$ cat src/rtl/bcd_entry_encoder.sv
// Debounced 4-digit BCD entry with iterative reverse double-dabble commit.
// Optional KEY1 auto-repeat is enabled by defining BCD_ENTRY_AUTOREPEAT_EN.
module bcd_entry_encoder #(
    parameter int DEBOUNCE_CYCLES = 1_000_000,
    parameter int MAX_VALUE       = 9999,
    parameter int REPEAT_CYCLES   = 12_500_000
) (
    input  logic        clk_50MHz,
    input  logic        KEY0,
    input  logic        KEY1,
    input  logic        KEY2,
    input  logic        KEY3,
    output logic [3:0]  bcd3,
    output logic [3:0]  bcd2,
    output logic [3:0]  bcd1,
    output logic [3:0]  bcd0,
    output logic [1:0]  digit_sel,
    output logic        busy,
    output logic        value_valid,
    output logic [13:0] value,
    output logic        range_err
);

    typedef enum logic [1:0] {
        IDLE,
        CONVERT,
        DONE
    } state_t;

    localparam int CW = $clog2(DEBOUNCE_CYCLES + 1);
    localparam logic [CW-1:0] LAST = CW'(DEBOUNCE_CYCLES - 1);
    localparam logic [13:0] MAXV = 14'(MAX_VALUE);

    logic [2:0]    keys;
    logic [2:0]    s1;
    logic [2:0]    s2;
    logic [2:0]    level;
    logic [2:0]    press;
    logic [CW-1:0] cnt [3];

    assign keys = {KEY3, KEY2, KEY1};

    // level is the accepted key state (1 = released); press fires on accepted fall
    always_ff @(posedge clk_50MHz) begin
        if (!KEY0) begin
            s1    <= '1;
            s2    <= '1;
            level <= '1;
            press <= '0;
            for (int i = 0; i < 3; i++) cnt[i] <= '0;
        end else begin
            s1 <= keys;
            s2 <= s1;
            for (int i = 0; i < 3; i++) begin
                press[i] <= 1'b0;
                if (s2[i] == level[i]) begin
                    cnt[i] <= '0;
                end else if (cnt[i] == LAST) begin
                    cnt[i]   <= '0;
                    level[i] <= s2[i];
                    press[i] <= ~s2[i];
                end else begin
                    cnt[i] <= cnt[i] + 1'b1;
                end
            end
        end
    end

    state_t          state;
    logic [3:0][3:0] dig;
    logic [15:0]     bcd_sr;
    logic [13:0]     bin_acc;
    logic [3:0]      iter;
    logic            inc_evt;

`ifdef BCD_ENTRY_AUTOREPEAT_EN
    localparam int RW = $clog2(REPEAT_CYCLES + 1);
    localparam logic [RW-1:0] RLAST = RW'(REPEAT_CYCLES - 1);

    logic [RW-1:0] rep_cnt;
    logic          rep_evt;

    // Period counts from the initial press pulse, so the count starts at 1
    always_ff @(posedge clk_50MHz) begin
        if (!KEY0) begin
            rep_cnt <= '0;
            rep_evt <= 1'b0;
        end else if (press[0]) begin
            rep_cnt <= RW'(1);
            rep_evt <= 1'b0;
        end else if (level[0] || busy) begin
            rep_cnt <= '0;
            rep_evt <= 1'b0;
        end else if (rep_cnt == RLAST) begin
            rep_cnt <= '0;
            rep_evt <= 1'b1;
        end else begin
            rep_cnt <= rep_cnt + 1'b1;
            rep_evt <= 1'b0;
        end
    end

    assign inc_evt = press[0] | rep_evt;
`else
    assign inc_evt = press[0];
`endif

    logic [29:0] shifted;
    logic [15:0] nxt_sr;

    always_comb begin
        shifted = {bcd_sr, bin_acc} >> 1;
        nxt_sr  = shifted[29:14];
        for (int i = 0; i < 4; i++) begin
            if (nxt_sr[4*i +: 4] >= 4'd8) begin
                nxt_sr[4*i +: 4] = nxt_sr[4*i +: 4] - 4'd3;
            end
        end
    end

    always_ff @(posedge clk_50MHz) begin
        if (!KEY0) begin
            state       <= IDLE;
            dig         <= '0;
            digit_sel   <= '0;
            bcd_sr      <= '0;
            bin_acc     <= '0;
            iter        <= '0;
            busy        <= 1'b0;
            value_valid <= 1'b0;
            value       <= '0;
            range_err   <= 1'b0;
        end else begin
            value_valid <= 1'b0;
            range_err   <= 1'b0;
            unique case (state)
                IDLE: begin
                    if (press[2]) begin
                        bcd_sr  <= dig;
                        bin_acc <= '0;
                        iter    <= '0;
                        busy    <= 1'b1;
                        state   <= CONVERT;
                    end else begin
                        if (inc_evt) begin
                            dig[digit_sel] <= (dig[digit_sel] == 4'd9) ?
                                4'd0 : dig[digit_sel] + 4'd1;
                        end
                        if (press[1]) digit_sel <= digit_sel + 2'd1;
                    end
                end
                CONVERT: begin
                    bcd_sr  <= nxt_sr;
                    bin_acc <= shifted[13:0];
                    iter    <= iter + 4'd1;
                    if (iter == 4'd13) state <= DONE;
                end
                DONE: begin
                    value       <= (bin_acc > MAXV) ? MAXV : bin_acc;
                    range_err   <= (bin_acc > MAXV);
                    value_valid <= 1'b1;
                    busy        <= 1'b0;
                    state       <= IDLE;
                end
                default: state <= IDLE;
            endcase
        end
    end

    assign bcd3 = dig[3];
    assign bcd2 = dig[2];
    assign bcd1 = dig[1];
    assign bcd0 = dig[0];

endmodule

$ cat config.mk
export PLATFORM = sky130hd
export DESIGN_NAME = bcd_entry_encoder
export DESIGN_NICKNAME = d
export VERILOG_FILES = /design/src/rtl/bcd_entry_encoder.sv
export SDC_FILE = /design/constraint.sdc
export NUM_CORES = 1
export LEC_CHECK = 0
export CAP_MARGIN = 20
export CORE_AREA = 2 2 127 129
export DETAILED_ROUTE_END_ITERATION = 6
export DIE_AREA = 0 0 129 131
export PLACE_DENSITY = 0.7
export SLEW_MARGIN = 20
export SYNTH_ARGS = -nofsm -noshare
export SYNTH_HDL_FRONTEND = slang
export SYNTH_SLANG_ARGS = --single-unit
$ cat constraint.sdc
create_clock -name clk_50MHz -period 3.4 [get_ports clk_50MHz]
set_clock_uncertainty 0.15 [all_clocks]
set_input_delay 0.68 -clock clk_50MHz [delete_from_list [all_inputs] [get_ports clk_50MHz]]
set_output_delay 0.68 -clock clk_50MHz [all_outputs]
set_load 0.03 [all_outputs]
==> flow_summary.json <==
{
  "outcome": "finished clean",
  "synth_edf_count": 60,
  "fin_crit_sh_pct": 80.4,
  "h-tree-depth": 4,
  "vdd_drop_max_v": 0.000384,
  "die_w_um": 129,
  "slew_violations": 0,
  "rsz0062_at_grt": "false",
  "postPlaceCellArea_um2": 7630,
  "final_util_pct": 52.7,
  "drtPass1Iterations": 5,
  "core_um2": 15600,
  "post_drt_wl_per_cell_um": 14.0,
  "slew_headroom_pct": 49.3,
  "grtUsageTotal_pct": 17.9,
  "hold_ws_ns": 0.259,
  "fin_nets": 784,
  "worst_ep_arrival_time_ns": 2.76,
  "cts_made_buffers": 17,
  "fin_tns_setup_ns": 0,
  "hold_violations": 0,
  "ys_types": 56,
  "wl_um": 13900,
  "drive_above_1_share_pct": 7.72,
  "cp_max_fo": 11,
  "grt_overflow_total": 0,
  "endpoint_kind": "flip-flop",
  "grt_pass1_vias": 5206,
  "die_y_um": 131,
  "post_cts_buffers": 0,
  "portBuffers": 39,
  "root_buffer": "clkbuf_16",
  "grt_first_pass_wirelength_um": 24200,
  "critical-path-top-delay-family": "simple AND/OR/NAND/NOR gates",
  "max_stage_delay_ns": 0.57,
  "fillers": 1412,
  "post-route-drc-count": 0,
  "dp_hpwl_um": 9780,
  "cts_hold_repair.buffers": 0,
  "routabilityCongestion": 0.858,
  "drv_cap": 0,
  "crit_required_ns": 3.42,
  "synthFlopType": "dfxtp_1",
  "clock_latency_ns": 0.42,
  "yosys_warnings": 0,
  "syn_inst": 671,
  "ys_ff_latch": 143,
  "place_ws_ns": 0.688,
  "fin_ws_ns": 0.666,
  "num_io_pins": 40,
  "antenna_found_initial": 0,
  "slowest_stage": "or4_1",
  "cts_tree": "yes",
  "vias": 5247,
  "grt_start_max_net_pins": 41,
  "design_area_um2": 8220,
  "path_class": "reg2reg",
  "area_growth_pct": 20.0,
  "r2r_setup_slack_ns": 0.67,
  "p_leak_nw": 2.90,
  "antenna_cells": 0,
  "dr.first_iter.drc_count": 330,
  "clkSinkCount": 143,
  "tightest_slew_ns": 0.757,
  "drtAntennaViolNets": 0,
  "critPathBufInv": 1,
  "synth_area_per_cell_um2": 10.2,
  "seq_area_frac_synth_pct": 50.6,
  "dieArea_um2": 16900,
  "num_rows": 46,
  "vias_per_cell": 5.28,
  "cts.path.max_buffers": 2,
  "start_kind": "flip-flop",
  "path_clk_slew_ns": 0.06,
  "async_reset_ff_share_pct": 0,
  "min_period_ns": 2.73,
  "power_density_nw_per_um2": 457,
  "setup_viol": 0,
  "fmax_mhz": 366,
  "synth_area_um2": 6850,
  "cp_cell_sequence": "or4_1 -> or4_4 -> o211ai_2 -> buf_4 -> nor2_1",
  "start_util_pct": 43.9,
  "min_path_type": "reg2reg",
  "cts_resized": 0
}
-- report_power, final --
group / total [W] / internal [W] / leakage (nW) / switching [W]
sequential: 0.00186 / 0.00182 / 1.29 / 0.0000344
clock: 0.00181 / 0.00109 / 0.291 / 0.000719
combinational: 0.0000938 / 0.0000367 / 1.32 / 0.0000572
total: 0.00376 / 0.00295 / 2.90 / 0.000811
-- metal layers --
metal  global-route usage, %  share of wire (%)  vias up
met3                    4.40                3.5       17
met4                    7.23                1.5        0
met2                    29.8                 50       90
met5                       0                  0        -
li1                        -                  -     2604
met1                    22.4                 45     2536
-- placed cells by master (no fill, tap or decap), drive strengths merged, types with 17 or more instances in the layout --
cell / n
nor2b: 21
edfxtp: 60
dfxtp: 83
clkdlybuf4s50: 38
a21oi: 44
or4: 17
xor2: 20
conb: 60
xnor2: 24
inv: 31
o21ai: 24
nand3: 23
clkbuf: 23
nand2: 48
nor2: 54
-- state kept, by name, indices dropped and copies added (netlist names), 2 cells and up --
signal and flops:
cnt 60, bcd_sr 16, bin_acc 14, value 14
bcd0 4, bcd1 4, bcd2 4, bcd3 4
iter 4, level 3, press 3, s1 3
s2 3, digit_sel 2, state 2
-- cells in the mapped netlist, types with 3 or more instances --
cell / count / area [um^2]
o31ai_1: 12 / 90.1
nor4b_1: 7 / 61.3
mux4_2: 4 / 90.1
edfxtp_1: 60 / 1800
and2_1: 13 / 81.3
o211a_1: 4 / 40.0
and4_1: 5 / 43.8
a221oi_1: 6 / 52.6
o21ai_0: 23 / 115
a22o_1: 12 / 105
o221ai_1: 3 / 26.3
or3_1: 10 / 62.6
a31oi_1: 3 / 18.8
a21boi_0: 14 / 105
nand2_1: 48 / 180
a21oi_1: 44 / 220
mux2i_1: 4 / 40.0
clkbuf_1: 26 / 97.6
xnor2_1: 24 / 210
o311ai_0: 3 / 26.3
o221a_2: 7 / 78.8
nand4_1: 14 / 87.6
nor2b_1: 21 / 131
a22oi_1: 5 / 37.5
inv_1: 26 / 97.6
nor3b_1: 7 / 52.6
nor4_1: 6 / 37.5
or4_1: 15 / 113
nand3_1: 23 / 115
nor3_1: 4 / 20.0
and3_1: 5 / 31.3
ha_1: 15 / 188
nand2b_1: 12 / 75.1
dfxtp_1: 83 / 1660
buf_6: 4 / 45.0
nor2_1: 54 / 203
xor2_1: 20 / 175
-- path summary, 6_finish.rpt --
check,start,cells past startpoint,end
worst min-delay path,s1[2]$_SDFF_PN1_,1,s2[2]$_SDFF_PN1_
worst max-delay path,cnt[2][11]$_SDFFCE_PN0P_,5,cnt[2][6]$_SDFFCE_PN0P_
worst min register to register,s1[2]$_SDFF_PN1_,1,s2[2]$_SDFF_PN1_
worst max register to register,cnt[2][11]$_SDFFCE_PN0P_,5,cnt[2][6]$_SDFFCE_PN0P_
-- final cells by class --
class                           count  area (um^2)  area share, %
Timing Repair Buffer               46          438           5.33
Multi-Input combinational cell    530         3360           40.9
Clock inverter                      9         66.3          0.807
Tap cell                          216          270           3.29
Sequential cell                   143         3460           42.2
Clock buffer                       23          522           6.35
Inverter                           26         97.6           1.19
-- metrics by stage --
step / cells / total power (W)
final: 993 / 0.00376
after global routing: 993 / 0.00389
after CTS: 993 / 0.00379
after detailed placement: 961 / 0.00198
after global placement: 961 / 0.00198
after floorplan: 730 / 0.00196
-- cells by family after synthesis --
family	after synthesis	share of synthesized area [%]
AOI/OAI and AO/OA	146	14.8
buffers and inverters	57	3.62
DFF	143	50.6
other	1	0.0548
muxes	8	1.90
and+or+nand+nor	257	20.7
adders and majority gates	15	2.74
xor gates and xnor gates	44	5.63
(Power assumes the default switching activity.)
